$ cat config.mk
export PLATFORM = sky130hd
export DESIGN_NAME = riscv_dmem_arbiter
export DESIGN_NICKNAME = d
export VERILOG_FILES = /design/src/rtl/riscv_dmem_arbiter.sv
export SDC_FILE = /design/constraint.sdc
export NUM_CORES = 1
export LEC_CHECK = 0
export ABC_AREA = 1
export CORE_AREA = 10 10 114 116
export DETAILED_ROUTE_END_ITERATION = 8
export DIE_AREA = 0 0 124 126
export GPL_ROUTABILITY_DRIVEN = 0
export SYNTH_ARGS = -nofsm -noshare
export SYNTH_HDL_FRONTEND = slang
export SYNTH_SLANG_ARGS = --single-unit
$ cat constraint.sdc
create_clock -name i_clk -period 2.1 [get_ports i_clk]
set_clock_uncertainty 0.15 [all_clocks]
set_input_delay 0.63 -clock i_clk [delete_from_list [all_inputs] [get_ports i_clk]]
set_output_delay 0.63 -clock i_clk [all_outputs]
set_load 0.01 [all_outputs]
$ cat src/rtl/riscv_dmem_arbiter.sv
// Data-memory arbiter: CPU-priority access to a single-port memory with a
// DMA anti-starvation counter and single outstanding-read return routing.
module riscv_dmem_arbiter #(
    parameter int XLEN         = 32,
    parameter int STARVE_LIMIT = 4,
    parameter int CNT_W        = 3
) (
    input  logic              i_clk,
    input  logic              i_rst,
    input  logic              i_cpu_req,
    input  logic              i_cpu_wen,
    input  logic [XLEN-1:0]   i_cpu_addr,
    input  logic [XLEN-1:0]   i_cpu_wr_data,
    input  logic [XLEN/8-1:0] i_cpu_byte_sel,
    output logic              o_cpu_gnt,
    output logic              o_cpu_rvalid,
    output logic [XLEN-1:0]   o_cpu_rd_data,
    input  logic              i_dma_req,
    input  logic              i_dma_wen,
    input  logic [XLEN-1:0]   i_dma_addr,
    input  logic [XLEN-1:0]   i_dma_wr_data,
    input  logic [XLEN/8-1:0] i_dma_byte_sel,
    output logic              o_dma_gnt,
    output logic              o_dma_rvalid,
    output logic [XLEN-1:0]   o_dma_rd_data,
    output logic              o_mem_en,
    output logic              o_mem_wen,
    output logic [XLEN-1:0]   o_mem_addr,
    output logic [XLEN-1:0]   o_mem_wr_data,
    output logic [XLEN/8-1:0] o_mem_byte_sel,
    input  logic [XLEN-1:0]   i_mem_rd_data,
    input  logic              i_mem_ready
);

    localparam logic [CNT_W-1:0] LIMIT   = CNT_W'(STARVE_LIMIT);
    localparam logic             OWN_CPU = 1'b0;
    localparam logic             OWN_DMA = 1'b1;

    logic [CNT_W-1:0] wait_cnt_q, wait_cnt_d;
    logic             rd_pend_q, rd_pend_d;
    logic             rd_owner_q, rd_owner_d;
    logic             cpu_gnt, dma_gnt;

    always_comb begin
        cpu_gnt = 1'b0;
        dma_gnt = 1'b0;
        if (!i_rst && i_mem_ready) begin
            if (i_cpu_req && i_dma_req) begin
                if (wait_cnt_q == LIMIT) dma_gnt = 1'b1;
                else                     cpu_gnt = 1'b1;
            end else if (i_cpu_req) begin
                cpu_gnt = 1'b1;
            end else if (i_dma_req) begin
                dma_gnt = 1'b1;
            end
        end
    end

    assign o_cpu_gnt = cpu_gnt;
    assign o_dma_gnt = dma_gnt;

    always_comb begin
        o_mem_en       = cpu_gnt | dma_gnt;
        o_mem_wen      = 1'b0;
        o_mem_addr     = i_cpu_addr;
        o_mem_wr_data  = i_cpu_wr_data;
        o_mem_byte_sel = '0;
        if (dma_gnt) begin
            o_mem_wen      = i_dma_wen;
            o_mem_addr     = i_dma_addr;
            o_mem_wr_data  = i_dma_wr_data;
            o_mem_byte_sel = i_dma_byte_sel;
        end else if (cpu_gnt) begin
            o_mem_wen      = i_cpu_wen;
            o_mem_byte_sel = i_cpu_byte_sel;
        end
    end

    // Counts stalled DMA cycles, including those lost to memory back-pressure.
    always_comb begin
        wait_cnt_d = wait_cnt_q;
        if (i_rst || !i_dma_req || dma_gnt) begin
            wait_cnt_d = '0;
        end else if (wait_cnt_q != LIMIT) begin
            wait_cnt_d = wait_cnt_q + 1'b1;
        end
    end

    always_comb begin
        rd_pend_d  = 1'b0;
        rd_owner_d = rd_owner_q;
        if (i_rst) begin
            rd_owner_d = OWN_CPU;
        end else if (o_mem_en && !o_mem_wen) begin
            rd_pend_d  = 1'b1;
            rd_owner_d = dma_gnt ? OWN_DMA : OWN_CPU;
        end
    end

    always_ff @(posedge i_clk) begin
        if (i_rst) begin
            wait_cnt_q <= '0;
            rd_pend_q  <= 1'b0;
            rd_owner_q <= OWN_CPU;
        end else begin
            wait_cnt_q <= wait_cnt_d;
            rd_pend_q  <= rd_pend_d;
            rd_owner_q <= rd_owner_d;
        end
    end

    // Reset in the cycle after a load grant drops the return immediately.
    assign o_cpu_rvalid  = rd_pend_q && !i_rst && (rd_owner_q == OWN_CPU);
    assign o_dma_rvalid  = rd_pend_q && !i_rst && (rd_owner_q == OWN_DMA);
    assign o_cpu_rd_data = o_cpu_rvalid ? i_mem_rd_data : '0;
    assign o_dma_rd_data = o_dma_rvalid ? i_mem_rd_data : '0;

endmodule

==> results.yml <==
status:
  status: "complete, but fails checks"
  violations: "negative setup slack"
placed_design:
  detailedPlace.worstSlack_ps: -1229
  place.port_buffers: 312
  detailed_place_hpwl_um: 12770
sta:
  setup_repair_after_global_routing_missed_its_margin: "true"
  tightestPinTransition_ps: 208.2
  fraction_of_the_cycle_the_final_worst_path_needs_pct: 120.5
  totalNegativeSetupSlack_ps: -39970
  maxSlewHeadroom_pct: 86.10
  setup-violations-final: 135
  final_worst_setup_slack_ps: -429.6
  fmax_mhz: 395.3
  finalWorstPathRequiredPeriod_ps: 2530
  final-hold-violation-count: 0
  slew_viol_final: 0
yosys:
  synthMuxAreaShare_pct: 0
  yosys.cell_types.count: 22
  postSynth.asyncResetShare_pct: 0
  synthFlopType: "sky130_fd_sc_hd__dfxtp_1"
  yosys.cell_count.top_type: "sky130_fd_sc_hd__nand2_1"
  synth-warning-count: 0
  yosysTopAreaCellShare_pct: 46.82
  dominant_combinational_cell_family_by_area_after_synthesis: "simple AND/OR/NAND/NOR gates"
  fraction_of_synthesized_cell_area_in_xor_and_xnor_cells_pct: 1.115
  synth_edf_count: 0
  syn-instance-count: 359
  synth-compound-area-share_pct: 3.185
  synth_seq_cells: 5
  avg_cell_area_syn_um2: 4.377
  synth-seq-area-share_pct: 6.369
  mappedNetlistNets: 536
  synth_adder_area_share_pct: 1.592
  synth.cell_area_um2: 1572
  synth_commonest_cells: "196 x sky130_fd_sc_hd__nand2_1, 67 x sky130_fd_sc_hd__nor2_1, 40 x sky130_fd_sc_hd__inv_1"
  netlist_top_cells_area: "sky130_fd_sc_hd__nand2_1 47%, sky130_fd_sc_hd__nor2_1 16%, sky130_fd_sc_hd__inv_1 9.6%"
  synthDominantAreaCellType: "sky130_fd_sc_hd__nand2_1"
  post_synth_and_or_nand_nor_area_fraction_pct: 68.79
finish:
  nNetsFinal: 929
  fillCellCount: 875
  insertedDiodeCount: 0
  flow.area_growth_from_synthesis_pct: 347.2
  post_route_cells_drive_above_1_share_pct: 61.65
flow_run:
  cap_violations: 0
clock_tree:
  clock-root-buffer: "sky130_fd_sc_hd__clkbuf_8"
  cts.sinks: 5
  post_cts_hold_buffer_count: 0
  cts_tree: "yes"
  numCtsBuffers: 3
  clock_insertion_delay_worst_skew_ps: 220
  clock_path_buffers: 2
  clk_transition_reported_paths_ps: 40
  cts.htree.levels: 1
routing:
  dr.pass1.iters: 4
  drcViolationCount: 0
  ant_nets: 0
  detail_route.wirelength_um: 18160
  detail_route.iter0.violations: 144
  vias_per_cell: 4.296
  detailroute.via_count: 3828
  route.detailed.wl_per_inst_um: 20.38
power:
  power.clock.fraction_pct: 12.6
  power.switching_fraction_pct: 36.07
  power_switching_w: 0.0005167
  power.density_cell_area_nw_per_um2: 203.8
  peakVddDrop_uv: 142.1
  power_report.internal_total_w: 0.0009157
  power_frac_seq_pct: 7.2
  p_comb_share_pct: 80.2
  leakage_nw: 3.559
floorplan:
  dieWidth_um: 124
  design.core.area_um2: 10700
  floorplan.die_area_um2: 15620
  die-height_um: 126
  io_pins: 313
  initial_core_utilization_pct: 14.69
  rows: 38
setup_path:
  critPathRequiredTime_ps: 1320
  path_class: "input port to output port"
  timing.reg2reg.worst_path_depth: 10
  critPathArrivalTime_ps: 1750
  cp-end-kind: "output port"
  worstSetupStartpointType: "input port"
  crit_fanout: 8
global_routing:
  vias_in_the_first_global_route: 3906
  grt_max_degree: 16
  grt_overflow: 0
  grt_usage_pct: 19.94
  antenna_found_initial: 1
  grt_pass1_wl_um: 23940
min_path:
  worst_hold_path_type: "flop to flop"
  min_delay_path_depth: 3
flip-flops by register name (all words and copies together), names as in the netlist:
register and cells:
wait_cnt_q 3, rd_pend_q 1, rd_owner_q 1
timing repair:
action | in CTS | in global routing
setup buffers | 44 | 18
endpoints found under the setup margin | 140 | 138
pin swaps | 23 | 39
gates cloned | 17 | 2
resized for setup | 705 | 302
power by group through the flow:
stage | Combinational, W | Clock, W | Sequential [W]
after floorplan | 0.000237 | 0 | 0.000103
after global routing | 0.00122 | 0.000193 | 0.000103
final | 0.00115 | 0.000180 | 0.000103
after CTS | 0.000998 | 0.000184 | 0.000103
after detailed placement | 0.000866 | 0 | 0.000103
after global placement | 0.000862 | 0 | 0.000103
cell usage in the layout (no fill, tap or decap), types with 4 or more instances in the layout:
| cell | synthesis | routed |
|---|---|---|
| sky130_fd_sc_hd__nand2_4 | 0 | 43 |
| sky130_fd_sc_hd__buf_12 | 0 | 15 |
| sky130_fd_sc_hd__nand3_1 | 6 | 5 |
| sky130_fd_sc_hd__inv_1 | 40 | 37 |
| sky130_fd_sc_hd__buf_8 | 1 | 7 |
| sky130_fd_sc_hd__clkdlybuf4s50_1 | 0 | 170 |
| sky130_fd_sc_hd__buf_4 | 4 | 28 |
| sky130_fd_sc_hd__nor2_1 | 67 | 11 |
| sky130_fd_sc_hd__nor2_4 | 1 | 36 |
| sky130_fd_sc_hd__nand2_2 | 4 | 105 |
| sky130_fd_sc_hd__buf_6 | 2 | 129 |
| sky130_fd_sc_hd__nand2_1 | 196 | 51 |
| sky130_fd_sc_hd__buf_2 | 10 | 46 |
| sky130_fd_sc_hd__a22o_1 | 4 | 4 |
| sky130_fd_sc_hd__nor2_2 | 0 | 21 |
| sky130_fd_sc_hd__buf_16 | 0 | 12 |
metrics by stage:
step	total power (W)	std cells	cell area [um2]	hold WS, ps	utilization, %
6_report	0.001432	891	7028	452.1	65.70
5_1_grt	0.001512	891	7028	484.5	65.70
4_1_cts	0.001285	881	6110	457.8	57.11
3_5_place_dp	0.0009691	816	5121	451.5	47.87
3_3_place_gp	0.0009652	816	5121	428.8	47.87
2_1_floorplan	0.0003406	359	1700	314.5	-
logic make-up after synthesis:
group / Yosys count
AO/OA/AOI/OAI: 7
XOR/XNOR: 2
adder cells (fa/ha/maj): 2
buffers and inverters: 65
flip-flops: 5
AND/OR/NAND/NOR: 278
metal layers:
layer / GRT usage [%] / share of wire (%) / vias to the layer above
li1: - / - / 1831
met1: 20.42 / 34 / 1778
met2: 39.20 / 55 / 205
met3: 5.987 / 9.7 / 14
met4: 2.100 / 0.85 / 0
met5: 0 / 0 / -
final timing paths:
| check | from | endpoint | slack [ps] |
|---|---|---|---|
| worst max-delay path | i_mem_ready | o_mem_wr_data[9] | -430 |
| worst min-delay path | wait_cnt_q[1]$_SDFFE_PP0P_ | wait_cnt_q[1]$_SDFFE_PP0P_ | 450 |
| worst max register to register | wait_cnt_q[0]$_SDFFE_PP0P_ | wait_cnt_q[1]$_SDFFE_PP0P_ | 360 |
| worst min register to register | wait_cnt_q[1]$_SDFFE_PP0P_ | wait_cnt_q[1]$_SDFFE_PP0P_ | 450 |
worst max-delay path, stage by stage:
cell and delay [ps]:
sky130_fd_sc_hd__buf_2 130, sky130_fd_sc_hd__nand2_8 80, sky130_fd_sc_hd__nor2_4 50, sky130_fd_sc_hd__nand2_4 130, sky130_fd_sc_hd__clkinv_8 100, sky130_fd_sc_hd__buf_12 150, sky130_fd_sc_hd__buf_16 140, sky130_fd_sc_hd__buf_6 120
sky130_fd_sc_hd__nand2_4 50, sky130_fd_sc_hd__nand2_4 50, sky130_fd_sc_hd__buf_6 120
final cells by class:
cell class                 instances  area [um2]  area share, %
sequential                         5       102.6          1.460
inverter                          44       195.2          2.777
multi-input combinational        289        2130          30.30
tap                              140       175.2          2.492
timing repair buffer             409        4380          62.33
clock buffer                       4       45.04         0.6409
No activity file was read; power rests on OpenSTA's default activity.
